--- src/rtl/bitty_ctrl_pkg.sv ---
// Shared types and codes for the bitty instruction sequencer.
package bitty_ctrl_pkg;

   // Sequencer states. The encoding is fixed so the debug port reads predictably.
   typedef enum logic [1:0] {
      IDLE  = 2'd0,
      FETCH = 2'd1,
      MEM   = 2'd2,
      STORE = 2'd3
   } state_t;

   // Instruction format codes, instruction[1:0]
   localparam logic [1:0] FMT_RR  = 2'b00;  // reg-reg ALU
   localparam logic [1:0] FMT_RI  = 2'b01;  // reg-imm ALU
   localparam logic [1:0] FMT_NOP = 2'b10;  // no operands, no writeback
   localparam logic [1:0] FMT_LS  = 2'b11;  // load (ls_flag=0) / store (ls_flag=1)

   // Operand mux codes that do not select a register
   localparam logic [3:0] MUXSEL_IMM  = 4'b1000;
   localparam logic [3:0] MUXSEL_NONE = 4'b1001;

   // Load/store unit request codes
   localparam logic [1:0] LS_IDLE  = 2'b00;
   localparam logic [1:0] LS_LOAD  = 2'b01;
   localparam logic [1:0] LS_STORE = 2'b10;

endpackage

--- src/rtl/bitty_ls_timer.sv ---
// Wait counter for the load/store phase. Cleared while i_clear is high,
// counts while i_en is high, and flags the last allowed cycle on o_expire.
// LS_TIMEOUT == 0 means the wait is unbounded, so o_expire never fires.
module bitty_ls_timer #(
   parameter int LS_TIMEOUT = 15
) (
   input  logic clk,
   input  logic reset,
   input  logic i_clear,
   input  logic i_en,
   output logic o_expire
);

   localparam int CW = (LS_TIMEOUT > 0) ? $clog2(LS_TIMEOUT + 1) : 1;

   logic [CW-1:0] r_count;

   // Count enabled cycles; reset and clear both return the count to zero
   always_ff @(posedge clk) begin
      if (!reset || i_clear) begin
         r_count <= '0;
      end else if (i_en) begin
         r_count <= r_count + CW'(1);
      end
   end

   // Expire on the final permitted wait cycle (count == LS_TIMEOUT-1)
   assign o_expire = (LS_TIMEOUT != 0) && i_en && (r_count == CW'(LS_TIMEOUT - 1));

endmodule

--- src/rtl/bitty_seq_ctrl.sv ---
// Multi-cycle instruction sequencer for the bitty datapath.
// Flow: IDLE -> FETCH -> (MEM) -> STORE -> IDLE; no-op format goes IDLE -> STORE.
// Handshake: run is only sampled in IDLE; the instruction is latched on that
// same edge and later changes on the instruction input are ignored. In MEM,
// en_ls is held until ls_done is seen high at a clock edge (or the wait
// times out); ls_done outside MEM has no effect.
module bitty_seq_ctrl
   import bitty_ctrl_pkg::*;
#(
   parameter int DATA_W     = 16,
   parameter int NREGS      = 8,
   parameter int IMM_SIGNED = 0,
   parameter int LS_TIMEOUT = 15
) (
   input  logic              clk,
   input  logic              reset,
   input  logic              run,
   input  logic [15:0]       instruction,
   input  logic              ls_done,
   output logic [3:0]        mux_sel,
   output logic [2:0]        sel,
   output logic              sel_reg_c,
   output logic              en_s,
   output logic              en_c,
   output logic [1:0]        en_ls,
   output logic [NREGS-1:0]  en,
   output logic              en_inst,
   output logic [DATA_W-1:0] immediate,
   output logic              done,
   output logic              busy,
   output logic              ls_err,
   output state_t            o_dbg_state
);

   state_t      r_state;
   state_t      w_next_state;
   logic [15:0] r_ir;
   logic        r_ls_err;
   logic        w_expire;
   logic [7:0]  w_en_onehot;

   // Live fields (IDLE decode) and latched fields (all later states)
   logic [2:0] w_live_rx;
   logic [1:0] w_live_fmt;
   logic [2:0] w_rx;
   logic [2:0] w_ry;
   logic [7:0] w_imm8;
   logic [1:0] w_fmt;
   logic       w_ls_flag;

   assign w_live_rx  = instruction[15:13];
   assign w_live_fmt = instruction[1:0];
   assign w_rx       = r_ir[15:13];
   assign w_ry       = r_ir[12:10];
   assign w_imm8     = r_ir[12:5];
   assign w_fmt      = r_ir[1:0];
   assign w_ls_flag  = r_ir[2];

   bitty_ls_timer #(
      .LS_TIMEOUT(LS_TIMEOUT)
   ) u_ls_timer (
      .clk      (clk),
      .reset    (reset),
      .i_clear  (r_state != MEM),
      .i_en     (r_state == MEM),
      .o_expire (w_expire)
   );

   // State, instruction register and sticky timeout flag
   always_ff @(posedge clk) begin
      if (!reset) begin
         r_state  <= IDLE;
         r_ir     <= '0;
         r_ls_err <= 1'b0;
      end else begin
         r_state <= w_next_state;
         if (r_state == IDLE && run) begin
            r_ir     <= instruction;
            r_ls_err <= 1'b0;
         end else if (r_state == MEM && !ls_done && w_expire) begin
            r_ls_err <= 1'b1;
         end
      end
   end

   // Next-state decode; ls_done takes priority over a same-cycle timeout
   always_comb begin
      w_next_state = r_state;
      case (r_state)
         IDLE: begin
            if (run) begin
               w_next_state = (w_live_fmt == FMT_NOP) ? STORE : FETCH;
            end
         end
         FETCH:   w_next_state = (w_fmt == FMT_LS) ? MEM : STORE;
         MEM: begin
            if (ls_done || w_expire) begin
               w_next_state = STORE;
            end
         end
         STORE:   w_next_state = IDLE;
         default: w_next_state = IDLE;
      endcase
   end

   // Decode rx to one bit per register; bits at or above NREGS are discarded
   assign w_en_onehot = 8'b1 << w_rx;

   // Moore output decode from state and ir; IDLE operand select follows live input
   always_comb begin
      mux_sel   = MUXSEL_NONE;
      sel       = 3'd0;
      sel_reg_c = 1'b0;
      en_s      = 1'b0;
      en_c      = 1'b0;
      en_ls     = LS_IDLE;
      en        = '0;
      en_inst   = 1'b0;
      done      = 1'b0;
      case (r_state)
         IDLE: begin
            en_inst = 1'b1;
            if (run && w_live_fmt != FMT_NOP) begin
               en_s    = 1'b1;
               mux_sel = {1'b0, w_live_rx};
            end
         end
         FETCH: begin
            en_c = 1'b1;
            sel  = r_ir[4:2];
            if (w_fmt == FMT_RI) begin
               mux_sel = MUXSEL_IMM;
            end else if (w_fmt == FMT_RR || w_fmt == FMT_LS) begin
               mux_sel = {1'b0, w_ry};
            end
            sel_reg_c = (w_fmt == FMT_LS);
         end
         MEM: begin
            en_ls     = w_ls_flag ? LS_STORE : LS_LOAD;
            sel_reg_c = 1'b1;
         end
         STORE: begin
            done = 1'b1;
            if (w_fmt == FMT_RR || w_fmt == FMT_RI ||
                (w_fmt == FMT_LS && !w_ls_flag && !r_ls_err)) begin
               en = w_en_onehot[NREGS-1:0];
            end
         end
         default: ;
      endcase
   end

   assign immediate   = (IMM_SIGNED != 0) ? DATA_W'($signed(w_imm8)) : DATA_W'(w_imm8);
   assign busy        = (r_state != IDLE);
   assign ls_err      = r_ls_err;
   assign o_dbg_state = r_state;

endmodule
--- config.mk ---
export PLATFORM = sky130hd
export DESIGN_NAME = bitty_seq_ctrl
export DESIGN_NICKNAME = d
export VERILOG_FILES = /design/src/rtl/bitty_ctrl_pkg.sv /design/src/rtl/bitty_ls_timer.sv /design/src/rtl/bitty_seq_ctrl.sv
export SDC_FILE = /design/constraint.sdc
export NUM_CORES = 1
export LEC_CHECK = 0
export CORE_MARGIN = 5
export CORE_UTILIZATION = 40
export CTS_CLUSTER_DIAMETER = 40
export DETAILED_ROUTE_END_ITERATION = 10
export PLACE_DENSITY = 0.76
export SKIP_LAST_GASP = 1
export SLEW_MARGIN = 20
export SYNTH_ARGS = -nofsm -noshare
export SYNTH_HDL_FRONTEND = slang
export SYNTH_SLANG_ARGS = --single-unit
--- constraint.sdc ---
create_clock -name clk -period 1.8 [get_ports clk]
set_input_delay 0.27 -clock clk [delete_from_list [all_inputs] [get_ports clk]]
set_output_delay 0.27 -clock clk [all_outputs]
set_load 0.005 [all_outputs]
# Word-level counts from Yosys, hierarchy flattened
# Index checks and enable logic that the tools add are counted.
[op_classes] add_sub_neg=1 n_eq_ne=11 n_shift=1 mux=20 bitwise=1 n_reduce_logical=21
[ops] cell="8-bit 2-to-1 mux" count=2
[ops] cell="4-bit 2-to-1 mux" count=3
[ops] cell="2-bit 2-to-1 mux" count=5
[ops] cell="2-bit equality test, second input constant" count=4
[ops] cell="2-bit inequality test, second input constant" count=4
[ops] cell="2-bit one-hot mux with 4 select lines" count=1
[ops] cell="4-bit one-hot mux with 2 select lines" count=1
[ops] cell="1-bit by 3-bit left shift with 8-bit output, first input constant" count=1
[ops] cell="1-bit logical AND" count=7
[ops] cell="1-bit 2-to-1 mux" count=6
[ops] cell="1-bit logical OR" count=5
[ops] cell="4-bit by 1-bit adder with 4-bit output, second input constant" count=1
[ops] cell="2-bit by 1-bit equality test with 1-bit output, second input constant" count=2
[ops] cell="4-bit equality test, second input constant" count=1
[ops] cell="1-bit zero test" count=4
[ops] cell="2-bit zero test" count=2
[ops] cell="3-bit 2-to-1 mux" count=1
[ops] cell="1-bit one-hot mux with 2 select lines" count=1
[ops] cell="2-bit AND reduction" count=1
[ops] cell="2-bit nonzero test" count=1
[ops] cell="2-bit OR reduction" count=1
[ops] cell="1-bit NOT" count=1
[totals] regBits=23 inputBits=20 out_inout_bits=42 elab_cells=59

# Depth between registers and ports, before layout
# Gate-level depths: netlist of the first run.
[logic_depth] depth_word=6 ltp_mapped=8 mapped_depth_nobuf=5

# Cells and area by module
# A second synthesis of the first run with hierarchy kept.
[hier_totals] hier_cells=174 area_unflattened_um2=1401.3
[by_module_without_submodules] module="bitty_seq_ctrl" n_inst=1 cells_each=153 area_per_inst_um2=1193.6 seq_area_each_um2=380.4
[by_module_without_submodules] module="bitty_ls_timer" n_inst=1 cells_each=21 area_per_inst_um2=207.7 seq_area_each_um2=80.1

# Least setup slack after synthesis of the first run
# Ideal clock, no wire load.
[synth_timing] path_kind="register to output" start="reg r_state[0], in the netlist o_dbg_state[0]" end="out mux_sel[1]" arrival_time_ns=1.264 required_ns=1.530 path_slack_ns=0.266 stages_incl_launch_ff=7 path_buffers=1 path_cell_list="dfxtp_1 > inv_1 > ha_1 > buf_6 > nand2_2 > nor2_1 > a22o_1"
[synth_between] elab_chain_cells=2 word_cells_on_any_way=3 classes_between="eq/ne: 1; mux: 1; reduce/logical: 1"
[synth_rtl] element="start, declared" line_no="bitty_seq_ctrl.sv:35" text="state_t r_state;"
[synth_rtl] element="start signal, assigned" line_no="bitty_seq_ctrl.sv:76" text="r_state <= w_next_state;"
[synth_rtl] element="2-bit by 1-bit equality test with 1-bit output or 2-bit zero test (tied branches)" line_no="bitty_seq_ctrl.sv:120" text="case (r_state)"
[synth_rtl] element="4-bit one-hot mux with 2 select lines *" line_no="bitty_seq_ctrl.sv:120"
[synth_rtl] element="end, declared" line_no="bitty_seq_ctrl.sv:20" text="output logic [3:0] mux_sel,"
# Every way passes the cells marked *; elsewhere a longest branch is shown, timed or not.

# Worst setup path after layout of the first run
[layout_timing] start="reg r_ir[0]" end="out en[0]"
[layout_between] elab_chain_cells=6 word_cells_on_any_way=9 classes_between="eq/ne: 2; mux: 2; reduce/logical: 5"
[layout_rtl] element="start, declared" line_no="bitty_seq_ctrl.sv:37" text="logic [15:0] r_ir;"
[layout_rtl] element="start signal, assigned" line_no="bitty_seq_ctrl.sv:78" text="r_ir <= instruction;"
[layout_rtl] element="2-bit equality test" line_no="bitty_seq_ctrl.sv:145" text="(w_fmt == FMT_LS && !w_ls_flag && !r_ls_err)) begin"
[layout_rtl] element="1-bit logical AND (2 in a row)" line_no="bitty_seq_ctrl.sv:145"
[layout_rtl] element="1-bit logical OR *" line_no="bitty_seq_ctrl.sv:144" text="if (w_fmt == FMT_RR || w_fmt == FMT_RI ||"
[layout_rtl] element="8-bit 2-to-1 mux *" line_no="bitty_seq_ctrl.sv:144"
[layout_rtl] element="8-bit 2-to-1 mux *" line_no="bitty_seq_ctrl.sv:120"
[layout_rtl] element="end, declared" line_no="bitty_seq_ctrl.sv:26" text="output logic [NREGS-1:0] en,"
# Marks and branches as above.

==> results of run 1 <==
## critical path, delay by kind of cell, from the launching register on
kind	cells	cell delay, ns
buffers and inverters	4	0.48
DFF	1	0.38
AOI/OAI and AO/OA	1	0.30
adders and majority gates	1	0.17
and+or+nand+nor	1	0.03
## timing repair
item | in CTS | in global routing
setup buffers | 7 | 3
gates resized for setup | 95 | 29
gates cloned | 0 | 0
pin swaps | 15 | 11
endpoints found under the setup margin | 23 | 19
## state kept, by name, indices dropped and copies added, names as in the netlist
name,flops
u_ls_timer.r_count,4
o_dbg_state,2
r_ir,16
ls_err,1
## worst paths after layout
kind,cells after the start,endpoint,startpoint
max,7,en[0],r_ir[0]
min,2,r_ir[3],r_ir[3]
min reg2reg,2,r_ir[3],r_ir[3]
max reg2reg,7,o_dbg_state[1],o_dbg_state[1]
## area by class of cell
| class | count | area, sq um |
|---|---|---|
| fillers | 278 | 1060 |
| inverters | 10 | 47.5 |
| repair buffers | 84 | 731 |
| well taps | 46 | 57.6 |
| flip-flops and latches | 23 | 473 |
| clock buffers | 4 | 26.3 |
| multi-input cells | 125 | 943 |
## stage by stage
step / utilization / setup WS [ns] / hold WS [ns] / setup TNS [ns] / instances
final: 0.683 / -0.141 / 0.456 / -0.831 / 292
after floorplan: - / 0.266 / 0.405 / 0 / 181
after global routing: 0.683 / -0.224 / 0.498 / -1.65 / 292
after CTS: 0.653 / -0.155 / 0.460 / -0.923 / 289
after detailed placement: 0.598 / -0.210 / 0.446 / -1.80 / 279
after global placement: 0.598 / -0.188 / 0.436 / -1.67 / 279
## cell usage after synthesis (4+ instances only)
library cell	count	area (sq um)
sky130_fd_sc_hd__dfxtp_1	23	460
sky130_fd_sc_hd__a21boi_1	8	60.1
sky130_fd_sc_hd__a21boi_0	8	60.1
sky130_fd_sc_hd__nand2b_1	5	31.3
sky130_fd_sc_hd__ha_1	9	113
sky130_fd_sc_hd__nand2_1	38	143
sky130_fd_sc_hd__and2_1	4	25.0
sky130_fd_sc_hd__inv_1	10	37.5
sky130_fd_sc_hd__nor2_1	15	56.3
sky130_fd_sc_hd__buf_4	16	120
## layer usage
layer / wire length, um / vias to the layer above / GRT usage
met5: 0 / - / 0
met2: 2060 / 44 / 0.301
met3: 304 / 6 / 0.0357
met4: 48 / 0 / 0.0511
met1: 1530 / 646 / 0.214
li1: - / 694 / -
## cell families (layout without fill, tap and decap cells)
kind of cell    after synthesis  after routing
flops                        23             23
fa+ha+maj                     9              9
xor+xnor                      2              2
buf+inv                      33             98
other cells                   1              8
compound gates               33             33
simple gates                 73             73
## power breakdown
part / internal, uW / switching, uW
combinational: 855 / 683
sequential: 613 / 112
clock: 86.5 / 153
==> results.md, run 1 <==
* All-layer global routing usage at 0.173
* Final Hold Violating Endpoints at 0
* Routed wire per std cell at 13.5 um
* Number of H-tree levels at 1
* Die width at ~69 um
* Synth Cell Area at between 1000 and 1500 sq um
* DRC errors left at 0
* Slowest-stage cell, CP: sky130_fd_sc_hd__dfxtp_2
* Number of I/O pins at 62
* Area fraction in compound gates after synthesis at 0.189
* Internal reg-to-reg setup slack at ~0.21 ns
* CTS tree: built
* Via count of the first global-routing pass at roughly 1400
* Weighted congestion reported at the end of routability-driven placement at 0.822
* Clock latency at the later pin of the worst-skew pair at roughly 0.31 ns
* Status: finished with violations
* Peak supply drop at 0.702 mV
* Total of flip-flops plus latches after synthesis at 23
* Post-synthesis adder-cell area fraction at 0.0812
* CP Launch Type: flip-flop
* Length of the first detailed-routing pass in iterations at 4
* Maximum buffer depth of the clock tree at 2
* Final instance area at about 2300 sq um
* Share of the yosys chip area belonging to registers at 0.332
* Post-DP HPWL at 2650 um
* Netlist cell types at 35
* Slew Limit Fails at 0
* Core Box Area at between 3000 and 4000 sq um
* Category of the worst setup path capture point: output pin
* Worst endpoint required time at around 1.5 ns
* Detail-routed via count per cell at ~4.8
* Most common library cell in the layout ignoring fill and taps: sky130_fd_sc_hd__nand2_1
* Xor/xnor cell area share of the yosys netlist at 0.0126
* Number of buffers inserted by hold repair at cts at 0
* Hold Path Class: flip-flop to flip-flop
* Initial antenna violation count at 0
* Clock Skews at 0.00168 ns
* Mapped Cells at approximately 170
* Final period utilization at 1.08
* Total number of yosys warnings at 0
* Maximum number of pins on one net before global-route repair at 16
* Dominant combinational cell family by area after synthesis: simple AND/OR/NAND/NOR gates
* Total number of vias at roughly 1400
* First-pass GRT wire length at slightly above 6000 um
* Root buffer selected by CTS: sky130_fd_sc_hd__clkbuf_4
* Placed cell area at 2000 sq um
* Proportion of layout cells with a drive suffix above 1 at 0.341
* Most frequent cells in the layout: sky130_fd_sc_hd__nand2_1, sky130_fd_sc_hd__clkdlybuf4s50_1, sky130_fd_sc_hd__buf_4
* Post-Synth Simple-Gate Area at 0.233
* CTS clock-pin slew for the worst setup and hold paths at approximately 0.12 ns
* RSZ-0062 raised after global routing: true
* Critical path cell sequence: buf_6 > inv_4 > ha_4 > o311ai_4 > buf_4 > nor3_4 > buf_2
* Commonest register cell after synthesis: sky130_fd_sc_hd__dfxtp_1
* Leak at 0.000966 uW
* Final worst slack at -0.141 ns
* Time the final worst path needs with I/O delays and setup at 1.94 ns
* Initial core utilization at 0.416
* Max stage delay on crit path at around 0.38 ns
* Die outline height at roughly 69 um
* Highest attainable clock frequency at approximately 0.52 GHz
* Setup-failing EPs final at 9
* Share of flip-flops with an asynchronous set or reset after synthesis at 0
* Worst setup path class: flip-flop to output pin
* Total power at ~2500 uW
* Biggest fanout along the worst timing path at 3
* Ratio of total power to cell area at approximately 1100 nW/um^2
* Violated checks: negative setup slack
* Die area at 4750 sq um
* Count of maximum capacitance violations at 0
* Total number of placement rows at 21
* Number of diodes at 0
* Routed wire length at around 4000 um
* Multiplexer area fraction after synthesis at 0
* TritonCTS buffer count at 3
* Clk sink count at 23
* Post-synth EDFFs at 0
* Post-route ant nets at 0
* Crit path DAT at roughly 1.7 ns
* Nets@finish at roughly 280
* DRC marker count from the first detailed-route iteration at 29
* Number of buffers inserted by port buffering at 53
* Total congestion overflow at 0
* Syn avg cell area at 7.97 sq um
* Relative area change from synthesis to final layout at 64.2%
(Power assumes the default switching activity.)
==> run 2: changes to the inputs <==
- CTS_CLUSTER_SIZE: not set -> 40
==> results of run 2 <==
No change in the layout: final DEF, timing and power equal those of run 1.
==> run 3: changes to the inputs <==
- SLEW_MARGIN: 20 -> 0
==> results of run 3 <==
No change in the layout: final DEF, timing and power equal those of run 1.
